===== src/rtl/scoreboard_regfile.sv =====
// ---------------------------------------------------------------------------
// scoreboard_regfile
//   Register file with a per-register count of in-flight writes. Issue is
//   held off while a source operand still has a pending producer, or while
//   the destination already has MAXOUT writes outstanding. Writebacks may
//   return with any latency and in any order; each one retires one count.
//
//   Optional feature macro: SCOREBOARD_BYPASS_EN
//     defined   : writeback data is forwarded to the read ports in the same
//                 cycle, and a source whose last pending write is arriving
//                 now is not considered busy.
//     undefined : reads always come from the stored registers; any pending
//                 write on a source stalls.
//
// Ports
//   i_clk, i_reset        clock, synchronous active-high reset
//   i_rs_addr/i_rs_used   NRD source addresses (packed, AW each) + used mask
//   o_rs_data             NRD read results (packed, XLEN each), combinational
//   i_issue_vld/i_issue_rd  instruction issue request and destination
//   o_issue_ok/o_stall    issue accepted / issue held
//   i_wb_vld/i_wb_kill/i_wb_rd/i_wb_data  writeback of one in-flight result
//   o_wb_err              sticky flag for writebacks with nothing in flight
// ---------------------------------------------------------------------------
module scoreboard_regfile #(
  parameter  int XLEN   = 32,
  parameter  int NREG   = 32,
  parameter  int NRD    = 2,
  parameter  int MAXOUT = 3,
  localparam int AW     = $clog2(NREG),
  localparam int CW     = $clog2(MAXOUT + 1)
) (
  input  logic                i_clk,
  input  logic                i_reset,
  input  logic [NRD*AW-1:0]   i_rs_addr,
  input  logic [NRD-1:0]      i_rs_used,
  output logic [NRD*XLEN-1:0] o_rs_data,
  input  logic                i_issue_vld,
  input  logic [AW-1:0]       i_issue_rd,
  output logic                o_issue_ok,
  output logic                o_stall,
  input  logic                i_wb_vld,
  input  logic                i_wb_kill,
  input  logic [AW-1:0]       i_wb_rd,
  input  logic [XLEN-1:0]     i_wb_data,
  output logic                o_wb_err
);

`ifdef SCOREBOARD_BYPASS_EN
  localparam bit BYP = 1'b1;
`else
  localparam bit BYP = 1'b0;
`endif

  logic [XLEN-1:0] r_regs [NREG];
  logic [CW-1:0]   r_cnt  [NREG];
  logic            r_wb_err;

  logic            w_wr_en;
  logic            w_full;
  logic            w_wb_bad;
  logic [NRD-1:0]  w_src_busy;
  logic [NREG-1:0] w_inc;
  logic [NREG-1:0] w_dec;

  assign w_wr_en = i_wb_vld && !i_wb_kill && (i_wb_rd != '0);

  for (genvar g = 0; g < NRD; g++) begin : g_port
    logic [AW-1:0] w_a;
    logic          w_fwd;
    assign w_a   = i_rs_addr[g*AW +: AW];
    assign w_fwd = BYP && w_wr_en && (i_wb_rd == w_a);
    assign o_rs_data[g*XLEN +: XLEN] = (w_a == '0) ? '0 :
                                       w_fwd       ? i_wb_data : r_regs[w_a];
    // The last outstanding producer landing this cycle is forwarded, so the
    // consumer need not wait for it.
    assign w_src_busy[g] = i_rs_used[g] && (w_a != '0) && (r_cnt[w_a] != '0) &&
                           !(w_fwd && (r_cnt[w_a] == CW'(1)));
  end

  // A writeback to the same destination frees a slot this cycle, so a full
  // destination may still accept one more issue.
  assign w_full = (i_issue_rd != '0) && (r_cnt[i_issue_rd] == CW'(MAXOUT)) &&
                  !(i_wb_vld && (i_wb_rd == i_issue_rd));

  assign o_stall    = i_issue_vld && ((|w_src_busy) || w_full);
  assign o_issue_ok = i_issue_vld && !o_stall;
  assign w_wb_bad   = i_wb_vld && ((i_wb_rd == '0) || (r_cnt[i_wb_rd] == '0));
  assign o_wb_err   = r_wb_err;

  // Decrement only a nonzero count, so a stray writeback can never underflow.
  assign w_inc[0] = 1'b0;
  assign w_dec[0] = 1'b0;
  for (genvar r = 1; r < NREG; r++) begin : g_cnt
    assign w_inc[r] = o_issue_ok && (i_issue_rd == AW'(r));
    assign w_dec[r] = i_wb_vld && (i_wb_rd == AW'(r)) && (r_cnt[r] != '0);
  end

  always_ff @(posedge i_clk) begin
    if (i_reset) begin
      for (int r = 0; r < NREG; r++) begin
        r_regs[r] <= '0;
        r_cnt[r]  <= '0;
      end
      r_wb_err <= 1'b0;
    end else begin
      if (w_wr_en)  r_regs[i_wb_rd] <= i_wb_data;
      if (w_wb_bad) r_wb_err <= 1'b1;
      for (int r = 1; r < NREG; r++) begin
        if (w_inc[r] && !w_dec[r])      r_cnt[r] <= r_cnt[r] + CW'(1);
        else if (w_dec[r] && !w_inc[r]) r_cnt[r] <= r_cnt[r] - CW'(1);
      end
    end
  end

endmodule


===== config.mk =====
export PLATFORM = sky130hd
export DESIGN_NAME = scoreboard_regfile
export DESIGN_NICKNAME = d
export VERILOG_FILES = /design/src/rtl/scoreboard_regfile.sv
export SDC_FILE = /design/constraint.sdc
export NUM_CORES = 2
export LEC_CHECK = 0
export ABC_CLOCK_PERIOD_IN_PS = 9600
export BUFFER_PORTS_ARGS = -buffer_cell sky130_fd_sc_hd__buf_2
export CORE_MARGIN = 4
export CORE_UTILIZATION = 50
export CTS_CLUSTER_DIAMETER = 120
export CTS_CLUSTER_SIZE = 10
export DETAILED_ROUTE_END_ITERATION = 8
export HOLD_SLACK_MARGIN = 0.08
export PLACE_DENSITY = 0.69
export SYNTH_ARGS = -nofsm -noshare
export SYNTH_HDL_FRONTEND = slang
export SYNTH_SLANG_ARGS = --single-unit

===== constraint.sdc =====
create_clock -name i_clk -period 9.6 [get_ports i_clk]
set_input_delay 0.96 -clock i_clk [delete_from_list [all_inputs] [get_ports i_clk]]
set_output_delay 0.96 -clock i_clk [all_outputs]
set_load 0.03 [all_outputs]

==> flow_metrics.env <==
export IMPL_cts_hold_buf=0
export IMPL_max_stage_delay_ns=0.87
export IMPL_cts_resized=0
export IMPL_gp_congestion=0.9066
export IMPL_worstPathCellList="buf_8 > buf_4 > mux4_2 > mux4_2 > mux2i_1 > nor2_1 > buf_2"
export IMPL_relSlewSlack_pct=10.07
export IMPL_drt_iter0_drc=6051
export IMPL_skew_ns=0.02837
export IMPL_cts_root_buffer="clkbuf_16"
export IMPL_synth_seq_cells=1087
export IMPL_layoutNonFillerInstCount=5521
export IMPL_hp_class="flop to flop"
export IMPL_power_density_nw_per_um2=169.8
export IMPL_die_y_um=355.1
export IMPL_layout_common_cells="edfxtp_1 (1086), and2_1 (1000), mux4_2 (669)"
export IMPL_layout_commonest_cell="edfxtp_1"
export IMPL_yosys_warnings=0
export IMPL_avgViaCountPerCell=6.963
export IMPL_syn_area_per_cell_um2=15.37
export IMPL_clockBufferDepth=3
export IMPL_path_buf_inv=3
export IMPL_crit_type="primary input to primary output"
export IMPL_synth_cells=3919
export IMPL_p_sw_share_pct=25.79
export IMPL_routedWlPerCell_um=35.83
export IMPL_internal_power_w=0.008314
export IMPL_cpMostUsedCell="mux4_2"
export IMPL_busiest_layer="met2"
export IMPL_insertion_delay_ns=0.70
export IMPL_dp_cells=5368
export IMPL_seqPwrFrac_pct=50.2
export IMPL_drt_pass1_iter_count=6
export IMPL_track_usage_pct=31.37
export IMPL_cap_violations=0
export IMPL_core_um2=119800
export IMPL_ys_flop_type="edfxtp_1"
export IMPL_use_met1_pct=41.90
export IMPL_synth_seq_area_share_pct=54.19
export IMPL_portBuffers=125
export IMPL_drc=0
export IMPL_path_clk_slew_ns=0.07
export IMPL_hpwl_um=105100
export IMPL_clkSinkCount=1087
export IMPL_pwr_share_clk_pct=36.0
export IMPL_tightest_slew_ns=1.344
export IMPL_async_flop_share_pct=0
export IMPL_grt_overflow=0
export IMPL_vias=38440
export IMPL_finalSetupViolCount=0
export IMPL_grt_use_met2_pct=48.69
export IMPL_max_clock_freq_ghz=0.1824
export IMPL_rsz0062_at_grt="no"
export IMPL_outcome="completed"
export IMPL_die_w_um=355.1
export IMPL_fin_area_um2=65980
export IMPL_layout_nets=3936
export IMPL_synth_cell_types=74
export IMPL_setup_tns_ns=0
export IMPL_worstPathMaxFanout=78
export IMPL_peakVddDrop_mv=0.1814
export IMPL_drv_slew=0
export IMPL_startpoint_type="primary input"
export IMPL_ctsHtreeMaxLevel=3
export IMPL_power_frac_comb_pct=13.9
export IMPL_cp_arrival_ns=4.52
export IMPL_synth_edff_count=1086
export IMPL_grt_max_degree=150
export IMPL_cp_slowest_cell="buf_4"
export IMPL_grt_use_met3_pct=7.903
export IMPL_antenna_found_initial=17
export IMPL_cts_buffers=118
export IMPL_dpl_cell_area_um2=62770
export IMPL_postCtsSetupRepairBufs=0
export IMPL_post_route_period_util_pct=57.10
export IMPL_floorplan_initialDensity_pct=50.26
export IMPL_rows=127
export IMPL_drive_above_1_share_pct=28.40
export IMPL_hold_viol_final=0
export IMPL_synth_area_um2=60220
export IMPL_die_area_um2=126100
export IMPL_leakage_nw=22.01
export IMPL_cp_top_family="buffers and inverters"
export IMPL_drt_total_wl_um=197800
export IMPL_cts_tree="yes"
export IMPL_grt_first_pass_wirelength_um=279600
export IMPL_grt_pass1_vias=37810
export IMPL_worstPathRequired_ns=8.64
export IMPL_drtAntennaViolNets=0
export IMPL_post_route_util_pct=55.07
export IMPL_switchingPower_w=0.002890
export IMPL_min_period_ns=5.481
export IMPL_syn2layout_area_growth_pct=9.568
export IMPL_io_pins=126
export IMPL_cp_end_kind="primary output"
## per-stage QoR
step	setup slack, ns	total power, W	hold slack [ns]
floorplan	4.584	0.006711	0.5741
finish	4.119	0.01120	0.4925
detailed placement	4.113	0.007242	0.4591
global placement	4.084	0.007212	0.4485
CTS	4.084	0.01121	0.4781
global route	3.933	0.01151	0.5404
## synth_stat cells, types with 14 or more instances
master    instances  share of area, %
clkbuf_1        322               2.0
edfxtp_1       1086                54
nor3b_1          16              0.20
mux4_2          669                25
a211o_1          14              0.20
xor2_1           20              0.29
nand2_1          73              0.46
a21oi_1          24              0.20
nand3_1          52              0.43
nor3_1           33              0.27
o21ai_0          46              0.38
mux2i_1          81               1.3
and2_1         1000                10
buf_1            62              0.39
nand4_1          15              0.16
buf_2            16              0.13
nor2b_1          14              0.15
nor2_1          184               1.1
## power by group through the flow
stage / registers [W] / logic [W] / clock network, W
final: 0.00562 / 0.00155 / 0.00403
after global placement: 0.00569 / 0.00152 / 0
after global routing: 0.00564 / 0.00160 / 0.00426
after floorplan: 0.00567 / 0.00104 / 0
after CTS: 0.00561 / 0.00154 / 0.00406
after detailed placement: 0.00571 / 0.00153 / 0
## per-layer routing
metal | up-vias | share of wire [%] | wire length, um
met5 | - | 0.0066 | 13
met4 | 2 | 4.8 | 9521
met3 | 510 | 13 | 25610
met2 | 2961 | 47 | 93490
met1 | 19910 | 35 | 69190
li1 | 15060 | - | -
## worst reg2reg max path: cells and delay by family (launching register included)
| kind | cells | cell delay, ns |
|---|---|---|
| AO/OA/AOI/OAI | 2 | 0.51 |
| flip-flops | 1 | 0.47 |
| multiplexers | 3 | 0.70 |
| AND/OR/NAND/NOR | 3 | 1.78 |
## layout make-up
type	instances	area [um2]
clock buffers	128	3012
well taps	1612	2017
multi-input cells	2445	26680
repair buffers	216	1405
clock inverters	7	152.6
flip-flops and latches	1087	32630
diodes	18	45.04
fillers	9415	53830
inverters	8	37.54
## path summary, 6_finish.rpt
path,start,endpoint,slack (ns),depth (start not counted)
worst min-delay path,o_wb_err,o_wb_err,0.49,2
worst max-delay path,i_rs_addr[0],o_rs_data[11],4.12,7
worst min register to register,o_wb_err,o_wb_err,0.49,2
worst max register to register,r_cnt[27][0],r_cnt[7][1],5.87,8
## logic make-up after synthesis
kind of cell               Yosys count  synth area share [%]
adders and majority gates            1               0.02077
DFF                               1087                 54.19
AOI/OAI and AO/OA                  168                 1.955
xor gates and xnor gates            30                0.4363
muxes                              756                 26.48
and+or+nand+nor                   1458                 14.19
other                                1              0.006227
buffers and inverters              418                 2.732
## state kept, by name, summed over array words and instances (netlist names)
name and flops:
r_regs 1024, o_wb_err 1, r_cnt 62
No activity file was read; power rests on OpenSTA's default activity.
